### config.mk
export PLATFORM = sky130hd
export DESIGN_NAME = mem_port_arbiter_flat
export DESIGN_NICKNAME = d
export VERILOG_FILES = /design/src/rtl/mem_port_arbiter_pkg.sv /design/src/rtl/mem_port_arbiter_if.sv /design/src/rtl/mem_port_arbiter_rr_grant2.sv /design/src/rtl/mem_port_arbiter.sv /design/src/flat_wrapper.sv
export SDC_FILE = /design/constraint.sdc
export NUM_CORES = 1
export LEC_CHECK = 0
export ABC_CLOCK_PERIOD_IN_PS = 1610
export CORE_ASPECT_RATIO = 1.1
export CORE_UTILIZATION = 37
export DETAILED_ROUTE_END_ITERATION = 7
export GPL_TIMING_DRIVEN = 0
export PLACE_DENSITY = 0.84
export SLEW_MARGIN = 20
export SYNTH_ARGS = -nofsm -noshare
export SYNTH_HDL_FRONTEND = slang
export SYNTH_SLANG_ARGS = --single-unit
### constraint.sdc
create_clock -name clk -period 1.61 [get_ports clk]
set_clock_uncertainty 0.1 [all_clocks]
set_input_delay 0.4025 -clock clk [delete_from_list [all_inputs] [get_ports clk]]
set_output_delay 0.4025 -clock clk [all_outputs]
set_load 0.01 [all_outputs]
### src/rtl/mem_port_arbiter_pkg.sv
// Shared types and constants for the fetch/data memory port arbiter.
// Imported by the arbiter, its picker and the memory bus interface.
package mem_port_arbiter_pkg;

  typedef enum logic [1:0] {
    IDLE  = 2'd0,
    IBUSY = 2'd1,
    DBUSY = 2'd2
  } state_e;

  localparam logic GR_I = 1'b0;
  localparam logic GR_D = 1'b1;

  localparam logic [1:0] MS_BYTE = 2'b00;
  localparam logic [1:0] MS_HALF = 2'b01;
  localparam logic [1:0] MS_WORD = 2'b10;

endpackage

### src/rtl/mem_port_arbiter_if.sv
// External memory bus: arbiter is master, memory model is slave.
// Request side is registered in the master; ack is a 1-cycle pulse.
interface mem_port_arbiter_if #(
  parameter int ADDR_W = 32,
  parameter int DATA_W = 32
);
  logic              xo_req;
  logic              xo_write;
  logic [1:0]        xo_size;
  logic [ADDR_W-1:0] xo_addr;
  logic [DATA_W-1:0] xo_wdata;
  logic [DATA_W-1:0] xi_rdata;
  logic              xi_ack;

  modport master (
    output xo_req, xo_write, xo_size,
    output xo_addr, xo_wdata,
    input  xi_rdata, xi_ack
  );

  modport slave (
    input  xo_req, xo_write, xo_size,
    input  xo_addr, xo_wdata,
    output xi_rdata, xi_ack
  );
endinterface

### src/rtl/mem_port_arbiter_rr_grant2.sv
// Two-requester alternating picker with a last-grant flop.
// Ties go to the side that did not win last time.
module rr_grant2
  import mem_port_arbiter_pkg::*;
(
  input  logic clk,
  input  logic rst_n,
  input  logic en_i,
  input  logic req_i_i,
  input  logic req_d_i,
  output logic vld_o,
  output logic gnt_o
);
  logic last_q;

  assign vld_o = req_i_i | req_d_i;

  always_comb begin
    gnt_o = GR_I;
    unique case (1'b1)
      req_i_i & req_d_i:  gnt_o = ~last_q;
      req_d_i & ~req_i_i: gnt_o = GR_D;
      default:            gnt_o = GR_I;
    endcase
  end

  always_ff @(posedge clk or negedge rst_n) begin
    if (!rst_n) begin
      last_q <= GR_I;
    end else if (en_i && vld_o) begin
      last_q <= gnt_o;
    end
  end
endmodule

### src/rtl/mem_port_arbiter.sv
// Shares one external memory port between fetch and the MEM stage.
// Registered bus outputs; done pulses the cycle after the ack edge.
module mem_port_arbiter
  import mem_port_arbiter_pkg::*;
#(
  parameter int ADDR_W = 32,
  parameter int DATA_W = 32
) (
  input  logic              clk,
  input  logic              reset_x,
  input  logic              Fi_req,
  input  logic [ADDR_W-1:0] Fi_addr,
  input  logic              Fi_flush,
  input  logic              Mi_memReq,
  input  logic              Mi_memWrite,
  input  logic [1:0]        Mi_memSize,
  input  logic [ADDR_W-1:0] Mi_addr,
  input  logic [DATA_W-1:0] Mi_wdata,
  output logic [DATA_W-1:0] Fo_rdata,
  output logic              Fo_done,
  output logic              Fo_stall,
  output logic [DATA_W-1:0] Mo_rdata,
  output logic              Mo_done,
  output logic              Mo_stall,
  mem_port_arbiter_if.master bus
);
  state_e            state_q;
  logic              drop_q;
  logic              req_q;
  logic              wr_q;
  logic [1:0]        sz_q;
  logic [ADDR_W-1:0] addr_q;
  logic [DATA_W-1:0] wdata_q;
  logic [DATA_W-1:0] frd_q;
  logic [DATA_W-1:0] mrd_q;
  logic              fdone_q;
  logic              mdone_q;

  logic idle;
  logic f_req;
  logic m_req;
  logic gnt_vld;
  logic gnt;

  assign idle = (state_q == IDLE);
  // A requester still holds req during its done cycle; mask it then.
  assign f_req = Fi_req & ~Fi_flush & ~fdone_q;
  assign m_req = Mi_memReq & ~mdone_q;

  rr_grant2 u_rr (
    .clk     (clk),
    .rst_n   (reset_x),
    .en_i    (idle),
    .req_i_i (f_req),
    .req_d_i (m_req),
    .vld_o   (gnt_vld),
    .gnt_o   (gnt)
  );

  always_ff @(posedge clk or negedge reset_x) begin
    if (!reset_x) begin
      state_q <= IDLE;
      drop_q  <= 1'b0;
      req_q   <= 1'b0;
      wr_q    <= 1'b0;
      sz_q    <= 2'b00;
      addr_q  <= '0;
      wdata_q <= '0;
      frd_q   <= '0;
      mrd_q   <= '0;
      fdone_q <= 1'b0;
      mdone_q <= 1'b0;
    end else begin
      fdone_q <= 1'b0;
      mdone_q <= 1'b0;
      unique case (state_q)
        IDLE: begin
          if (gnt_vld) begin
            req_q <= 1'b1;
            if (gnt == GR_D) begin
              state_q <= DBUSY;
              wr_q    <= Mi_memWrite;
              sz_q    <= Mi_memSize;
              addr_q  <= Mi_addr;
              wdata_q <= Mi_wdata;
            end else begin
              state_q <= IBUSY;
              wr_q    <= 1'b0;
              sz_q    <= MS_WORD;
              addr_q  <= Fi_addr;
              wdata_q <= '0;
            end
          end
        end
        IBUSY: begin
          if (bus.xi_ack) begin
            req_q   <= 1'b0;
            state_q <= IDLE;
            frd_q   <= bus.xi_rdata;
            fdone_q <= ~(drop_q | Fi_flush);
            drop_q  <= 1'b0;
          end else if (Fi_flush) begin
            drop_q <= 1'b1;
          end
        end
        DBUSY: begin
          if (bus.xi_ack) begin
            req_q   <= 1'b0;
            state_q <= IDLE;
            mdone_q <= 1'b1;
            if (!wr_q) mrd_q <= bus.xi_rdata;
          end
        end
        default: state_q <= IDLE;
      endcase
    end
  end

  assign bus.xo_req   = req_q;
  assign bus.xo_write = wr_q;
  assign bus.xo_size  = sz_q;
  assign bus.xo_addr  = addr_q;
  assign bus.xo_wdata = wdata_q;

  assign Fo_rdata = frd_q;
  assign Fo_done  = fdone_q;
  assign Mo_rdata = mrd_q;
  assign Mo_done  = mdone_q;
  assign Fo_stall = Fi_req & ~fdone_q;
  assign Mo_stall = Mi_memReq & ~mdone_q;
endmodule
### src/flat_wrapper.sv
// flat-port wrapper written by rule: the top's interface ports become plain ports
module mem_port_arbiter_flat import mem_port_arbiter_pkg::*;
#(
  parameter int ADDR_W = 32,
  parameter int DATA_W = 32
)
  (clk, reset_x, Fi_req, Fi_addr, Fi_flush, Mi_memReq, Mi_memWrite, Mi_memSize, Mi_addr, Mi_wdata, Fo_rdata, Fo_done, Fo_stall, Mo_rdata, Mo_done, Mo_stall, bus_xo_req, bus_xo_write, bus_xo_size, bus_xo_addr, bus_xo_wdata, bus_xi_rdata, bus_xi_ack);
  mem_port_arbiter_if #(.ADDR_W(ADDR_W), .DATA_W(DATA_W)) bus_i ();
  input  logic clk;
  input  logic reset_x;
  input  logic Fi_req;
  input  logic [ADDR_W-1:0] Fi_addr;
  input  logic Fi_flush;
  input  logic Mi_memReq;
  input  logic Mi_memWrite;
  input  logic [1:0] Mi_memSize;
  input  logic [ADDR_W-1:0] Mi_addr;
  input  logic [DATA_W-1:0] Mi_wdata;
  output logic [DATA_W-1:0] Fo_rdata;
  output logic Fo_done;
  output logic Fo_stall;
  output logic [DATA_W-1:0] Mo_rdata;
  output logic Mo_done;
  output logic Mo_stall;
  output wire logic [$bits(bus_i.xo_req)-1:0] bus_xo_req;
  output wire logic [$bits(bus_i.xo_write)-1:0] bus_xo_write;
  output wire logic [$bits(bus_i.xo_size)-1:0] bus_xo_size;
  output wire logic [$bits(bus_i.xo_addr)-1:0] bus_xo_addr;
  output wire logic [$bits(bus_i.xo_wdata)-1:0] bus_xo_wdata;
  input wire logic [$bits(bus_i.xi_rdata)-1:0] bus_xi_rdata;
  input wire logic [$bits(bus_i.xi_ack)-1:0] bus_xi_ack;
  assign bus_xo_req = bus_i.xo_req;
  assign bus_xo_write = bus_i.xo_write;
  assign bus_xo_size = bus_i.xo_size;
  assign bus_xo_addr = bus_i.xo_addr;
  assign bus_xo_wdata = bus_i.xo_wdata;
  assign bus_i.xi_rdata = bus_xi_rdata;
  assign bus_i.xi_ack = bus_xi_ack;
  mem_port_arbiter #(.ADDR_W(ADDR_W), .DATA_W(DATA_W)) u_core (.clk(clk), .reset_x(reset_x), .Fi_req(Fi_req), .Fi_addr(Fi_addr), .Fi_flush(Fi_flush), .Mi_memReq(Mi_memReq), .Mi_memWrite(Mi_memWrite), .Mi_memSize(Mi_memSize), .Mi_addr(Mi_addr), .Mi_wdata(Mi_wdata), .Fo_rdata(Fo_rdata), .Fo_done(Fo_done), .Fo_stall(Fo_stall), .Mo_rdata(Mo_rdata), .Mo_done(Mo_done), .Mo_stall(Mo_stall), .bus(bus_i));
endmodule
* After elaboration in Yosys (flattened, before gate mapping)
Cells that the tools add are included.
** Storage, ports and cells
- Bits in registers :: 138
- Bits in latches :: 0
- Memory bits (writable) :: 0
- ROM bits :: 0
- Bits of input ports :: 137
- Output and inout port bits :: 136
- Memories :: 0
** Operators by class
- $add $sub $neg :: 0
- Multiply operators :: 0
- Div/mod/pow operators :: 0
- Order comparisons :: 0
- Equality and inequality tests :: 4
- Shifts and indexed selects :: 0
- Multiplexer cells :: 18
- Bitwise operators :: 15
- Reductions and logical operators :: 11
** Operator list (count)
- 32-bit 2-to-1 mux :: 2
- 1-bit 2-to-1 mux :: 9
- 2-bit 2-to-1 mux :: 4
- 2-bit AND reduction :: 4
- 1-bit inverter :: 7
- 1-bit bitwise AND :: 6
- 3-bit AND reduction :: 2
- 2-bit by 1-bit inequality test with 1-bit output (second input constant) :: 2
- 1-bit one-hot mux with 2 select lines :: 2
- 2-bit one-hot mux with 2 select lines :: 1
- 2-bit nonzero test :: 2
- 2-bit by 1-bit equality test with 1-bit output (second input constant) :: 1
- 2-bit equality test (second input constant) :: 1
- 2-bit logical NOT :: 1
- 1-bit OR :: 2
- 2-bit OR reduction :: 1
- 1-bit logical AND :: 1

* Logic depth before layout (Yosys ltp)
- Word-level depth :: 9
- Depth in mapped cells :: 8
- Mapped depth without buffers :: 5

* Hierarchy
From an unflattened synthesis, not the netlist that was laid out.
** Unflattened totals
- Cells, all modules :: 465
- Area, all modules :: 5690.5 um2
** By module, submodules not included
- mem_port_arbiter :: times used 1, cells each 460, area each 5640.4 um2, seq. area each 3428.3 um2
- rr_grant2 :: times used 1, cells each 5, area each 50.0 um2, seq. area each 25.0 um2

* Worst setup path after synthesis
No wires, ideal clock.
- Path type :: flip-flop to flip-flop
- From :: reg u_core.state_q[0]
- To :: reg u_core.mrd_q[10], in the netlist u_core.Mo_rdata[10]
- Library setup time :: 0.125 ns
- Data arrival time :: 1.514 ns
- Required time :: 1.385 ns
- Path slack :: -0.128 ns
- Cell stages (with the launch flop) :: 8
- Cells stage by stage :: dfrtp_1 > inv_1 > ha_1 > and2_1 > nand2b_1 > clkbuf_1 > buf_2 > mux2_2
** Between the ends
- Word-level cells in the longest chain between the ends :: 2
** RTL lines
- start, declared :: line mem_port_arbiter.sv:27 : state_e state_q;
- start signal, assigned :: line mem_port_arbiter.sv:62 : state_q <= IDLE;
- start signal, assigned :: line mem_port_arbiter.sv:81 : state_q <= DBUSY;
- start signal, assigned :: line mem_port_arbiter.sv:87 : state_q <= IBUSY;
- 2-bit equality test :: line mem_port_arbiter.sv:76 : unique case (state_q)
- 3-bit AND reduction (no line)
- end signal, assigned :: line mem_port_arbiter.sv:111 : if (!wr_q) mrd_q <= bus.xi_rdata;
- end, declared :: line mem_port_arbiter.sv:35 : logic [DATA_W-1:0] mrd_q;
Every way passes these cells.
A chain may end at the register's enable or synchronous reset.

* Final worst setup path
- From :: reg u_core.state_q[0]
- To :: reg u_core.addr_q[12], in the netlist u_core.bus.xo_addr[12]
** Between the ends
- Word-level cells in the longest chain between the ends :: 2
** RTL lines
- 2-bit logical NOT :: line mem_port_arbiter.sv:76
- 2-bit AND reduction (no line)
- end signal, assigned :: line mem_port_arbiter.sv:84 : addr_q <= Mi_addr;
- end signal, assigned :: line mem_port_arbiter.sv:90 : addr_q <= Fi_addr;
- end, declared :: line mem_port_arbiter.sv:32 : logic [ADDR_W-1:0] addr_q;
Every way passes these cells.

==> results.py <==
metrics = {
    "floorplan": {
        "rows": 47,
        "start_util": 0.377,
        "die_width_um": 120,
        "ioPinCount": 273,
        "dieArea_um2": 15800,
        "fp.coreArea_um2": 15000,
        "die_y_um": 132,
    },
    "synthesis": {
        "yosys_warnings": 0,
        "synth_top_area_frac": 0.612,
        "synth_fp_nets": 579,
        "synthTopCellsByCount": "dfrtp_1, mux2_2, a22o_1",
        "synth_fa_ha_area_frac": 0.00665,
        "async_flop_share": 1.00,
        "synth-simple-area-share": 0.0787,
        "syn_area_um2": 5650,
        "synth_edf_count": 0,
        "synth_ff_type": "dfrtp_1",
        "synth_compound_area_frac": 0.131,
        "postSynthCellCount": 439,
        "synth_top_family_by_area": "compound AO/OA/AOI/OAI gates",
        "ys_top_cells_by_area": "dfrtp_1, mux2_2, a22o_1, a31oi_1, nor3_1",
        "muxShareOfSynthArea": 0.128,
        "ys_seq_area_frac": 0.612,
        "synth_xor_area_frac": 0,
        "synth_cell_types": 35,
        "yosysTopAreaCell": "dfrtp_1",
        "avgSynthCellArea_um2": 12.9,
        "synth.most_common_cell": "dfrtp_1",
        "ys_ff_latch": 138,
    },
    "placement": {
        "hpwl_mm": 12.9,
        "numPortBuffers": 272,
        "gp_congestion": 0.819,
        "dpl_cell_area_um2": 8710,
    },
    "pwr": {
        "swShare": 0.342,
        "power.density_nw_per_um2": 1920,
        "power_switching_mw": 6.81,
        "total_power_mw": 19.9,
        "p_leak_nw": 4.63,
        "pwr-share-comb": 0.491,
        "power_frac_clock": 0.193,
        "seqPwrFrac": 0.316,
        "peakVddDrop_v": 0.00102,
        "internal_power_mw": 13.1,
    },
    "layout": {
        "design_area_um2": 10400,
        "layout-drive-gt1-share": 0.288,
        "final_util": 0.692,
        "fill_cells": 1027,
        "area_growth_pct": 83.8,
        "fin_nets": 906,
    },
    "setup_path": {
        "r2r_slack_ns": -0.25,
        "end_kind": "flop",
        "cp_max_fo": 10,
        "path_delay_family": "buffers and inverters",
        "critical_path_class": "flop to flop",
        "r2r_start": "u_core.state_q[0]$_DFFE_PN0P_",
        "cp_num_buf_inv": 4,
        "cp_data_arrival_time_ns": 2.05,
        "cpPeakStageDelay_ns": 0.37,
        "critical_path.startpoint": "u_core.state_q[0]$_DFFE_PN0P_",
        "required_ns": 1.80,
        "path_cells": "inv_2, ha_4, and4bb_1, buf_6, buf_4, clkbuf_4, nor3_1, a31oi_1",
        "crit_slowest_cell": "dfrtp_1",
        "cp-start-kind": "flop",
    },
    "run_status": {
        "violations": "negative setup slack",
        "outcome": "finished, violations left",
    },
    "clock_network": {
        "clkSinkCount": 138,
        "root_buffer": "clkbuf_16",
        "cts.htree.levels": 4,
        "clkLatencyLatePin_ns": 0.41,
        "cts_inserted_buffers": 17,
        "path_clk_slew_ns": 0.06,
        "cts_tree": "done",
        "cts_max_path_buffers": 2,
    },
    "route": {
        "drtPass1Iterations": 4,
        "drtIter0Drc": 246,
        "finalWirelength_mm": 19.4,
        "vias": 5158,
        "wl_per_cell_um": 19.9,
        "drc_errors": 0,
        "ant_nets": 0,
        "via_per_inst": 5.27,
    },
    "global_routing": {
        "grt_pass1_wl_mm": 29.7,
        "gr-total-overflow": 0,
        "grt_use_total": 0.244,
        "grt_max_degree": 73,
        "antenna_found_initial": 2,
        "grt_pass1_vias": 5523,
    },
    "sta": {
        "max_slew.worst_pin.slew_ns": 0.554,
        "hold_viol": 0,
        "drv_slew": 0,
        "min_period_ns": 1.86,
        "max_clock_freq_ghz": 0.538,
        "fin_setup_tns_ns": -16.58,
        "layout_setup_ws_ns": -0.249,
        "setup_violations": 131,
        "max_slew_margin": 0.630,
        "period_share": 1.15,
        "grt_setup_unrepaired": "true",
    },
    "flow_run": {
        "cap_viol_max_count": 0,
    },
    "hold_path": {
        "hp-class": "flop to flop",
        "min_from": "u_core.drop_q$_DFFE_PN0P_",
    },
}
-- flip-flops by register name, indices dropped and copies added (netlist names) --
| name | cells |
|---|---|
| u_core.Fo_rdata | 32 |
| u_core.Mo_rdata | 32 |
| u_core.bus.xo_addr | 32 |
| u_core.bus.xo_wdata | 32 |
| u_core.bus.xo_size | 2 |
| u_core.state_q | 2 |
| u_core.Fo_done | 1 |
| u_core.Mo_done | 1 |
| u_core.bus.xo_req | 1 |
| u_core.bus.xo_write | 1 |
| u_core.drop_q | 1 |
| u_core.u_rr.last_q | 1 |
-- path summary, 6_finish.rpt --
| check | endpoint | cells past startpoint |
|---|---|---|
| max in group asynchronous | u_core.Fo_done$_DFF_PN0_ | 3 |
| max reg2reg | u_core.bus.xo_addr[12]$_DFFE_PN0P_ | 8 |
| max | u_core.bus.xo_addr[12]$_DFFE_PN0P_ | 8 |
| min in group asynchronous | u_core.Mo_rdata[2]$_DFFE_PN0P_ | 2 |
| min reg2reg | u_core.Fo_done$_DFF_PN0_ | 1 |
| min | u_core.Fo_done$_DFF_PN0_ | 1 |
-- layout make-up --
| type | count | area [um2] | share of cell area |
|---|---|---|---|
| plain buffers | 38 | 388 | 0.0374 |
| multi-input cells | 256 | 2540 | 0.245 |
| repair buffers | 310 | 3120 | 0.301 |
| clock inverters | 13 | 145 | 0.0140 |
| inverters | 5 | 26.3 | 0.00253 |
| well taps | 196 | 245 | 0.0236 |
| diodes | 3 | 7.51 | 0.000723 |
| clock buffers | 19 | 443 | 0.0427 |
| flip-flops and latches | 138 | 3450 | 0.333 |
-- kinds of logic after synthesis --
group / Yosys count
AO/OA/AOI/OAI: 107
adder cells (fa/ha/maj): 3
buffers and inverters: 45
flip-flops: 138
multiplexers: 64
AND/OR/NAND/NOR: 82
-- layout by cell type, fill, tap and decap left out, types with 5 or more instances in the layout --
cell,Yosys,routed
dfrtp_1,138,137
clkdlybuf4s50_1,0,131
clkdlybuf4s15_1,0,77
dlygate4sd2_1,0,57
mux2_4,0,49
a22o_1,34,34
o21ai_0,32,32
nand3_1,32,32
buf_4,3,20
nor3_1,33,18
clkbuf_16,0,18
buf_6,8,17
nor3_2,0,15
a31oi_4,0,15
mux2_2,63,15
clkbuf_2,0,12
a31oi_1,31,11
buf_12,0,9
buf_8,0,9
clkbuf_1,18,7
a31oi_2,1,6
clkinvlp_4,0,5
buf_16,0,5
-- metrics by stage --
step | hold slack, ns | cells | setup slack (ns)
after floorplan | 0.00691 | 439 | -0.0761
after global placement | 0.319 | 907 | -5.09
after detailed placement | 0.307 | 908 | -0.938
after CTS | 0.317 | 971 | -0.226
after global routing | 0.370 | 977 | -0.261
final | 0.329 | 978 | -0.249
-- per-layer routing --
layer / up-vias / part of all wire / GRT usage
li1: 2300 / - / -
met1: 2591 / 0.39 / 0.289
met2: 227 / 0.53 / 0.426
met3: 40 / 0.060 / 0.0634
met4: 0 / 0.023 / 0.0778
met5: - / 0 / 0
-- power by group through the flow --
stage	clock network [mW]	logic [mW]	registers (mW)
floorplan	0	3.04	6.89
global placement	0	8.22	6.12
detailed placement	0	8.49	6.23
CTS	3.91	8.95	6.18
global route	4.08	10.3	6.46
finish	3.84	9.78	6.29
-- repair_timing --
item,in CTS,in global routing
pin swaps,32,9
buffers inserted,25,9
hold buffers,1,0
endpoints found under the setup margin,266,225
cloned,9,1
endpoints found under the hold margin,71,0
resized for setup,296,116
Note: power is estimated with default switching activity, not from simulation.
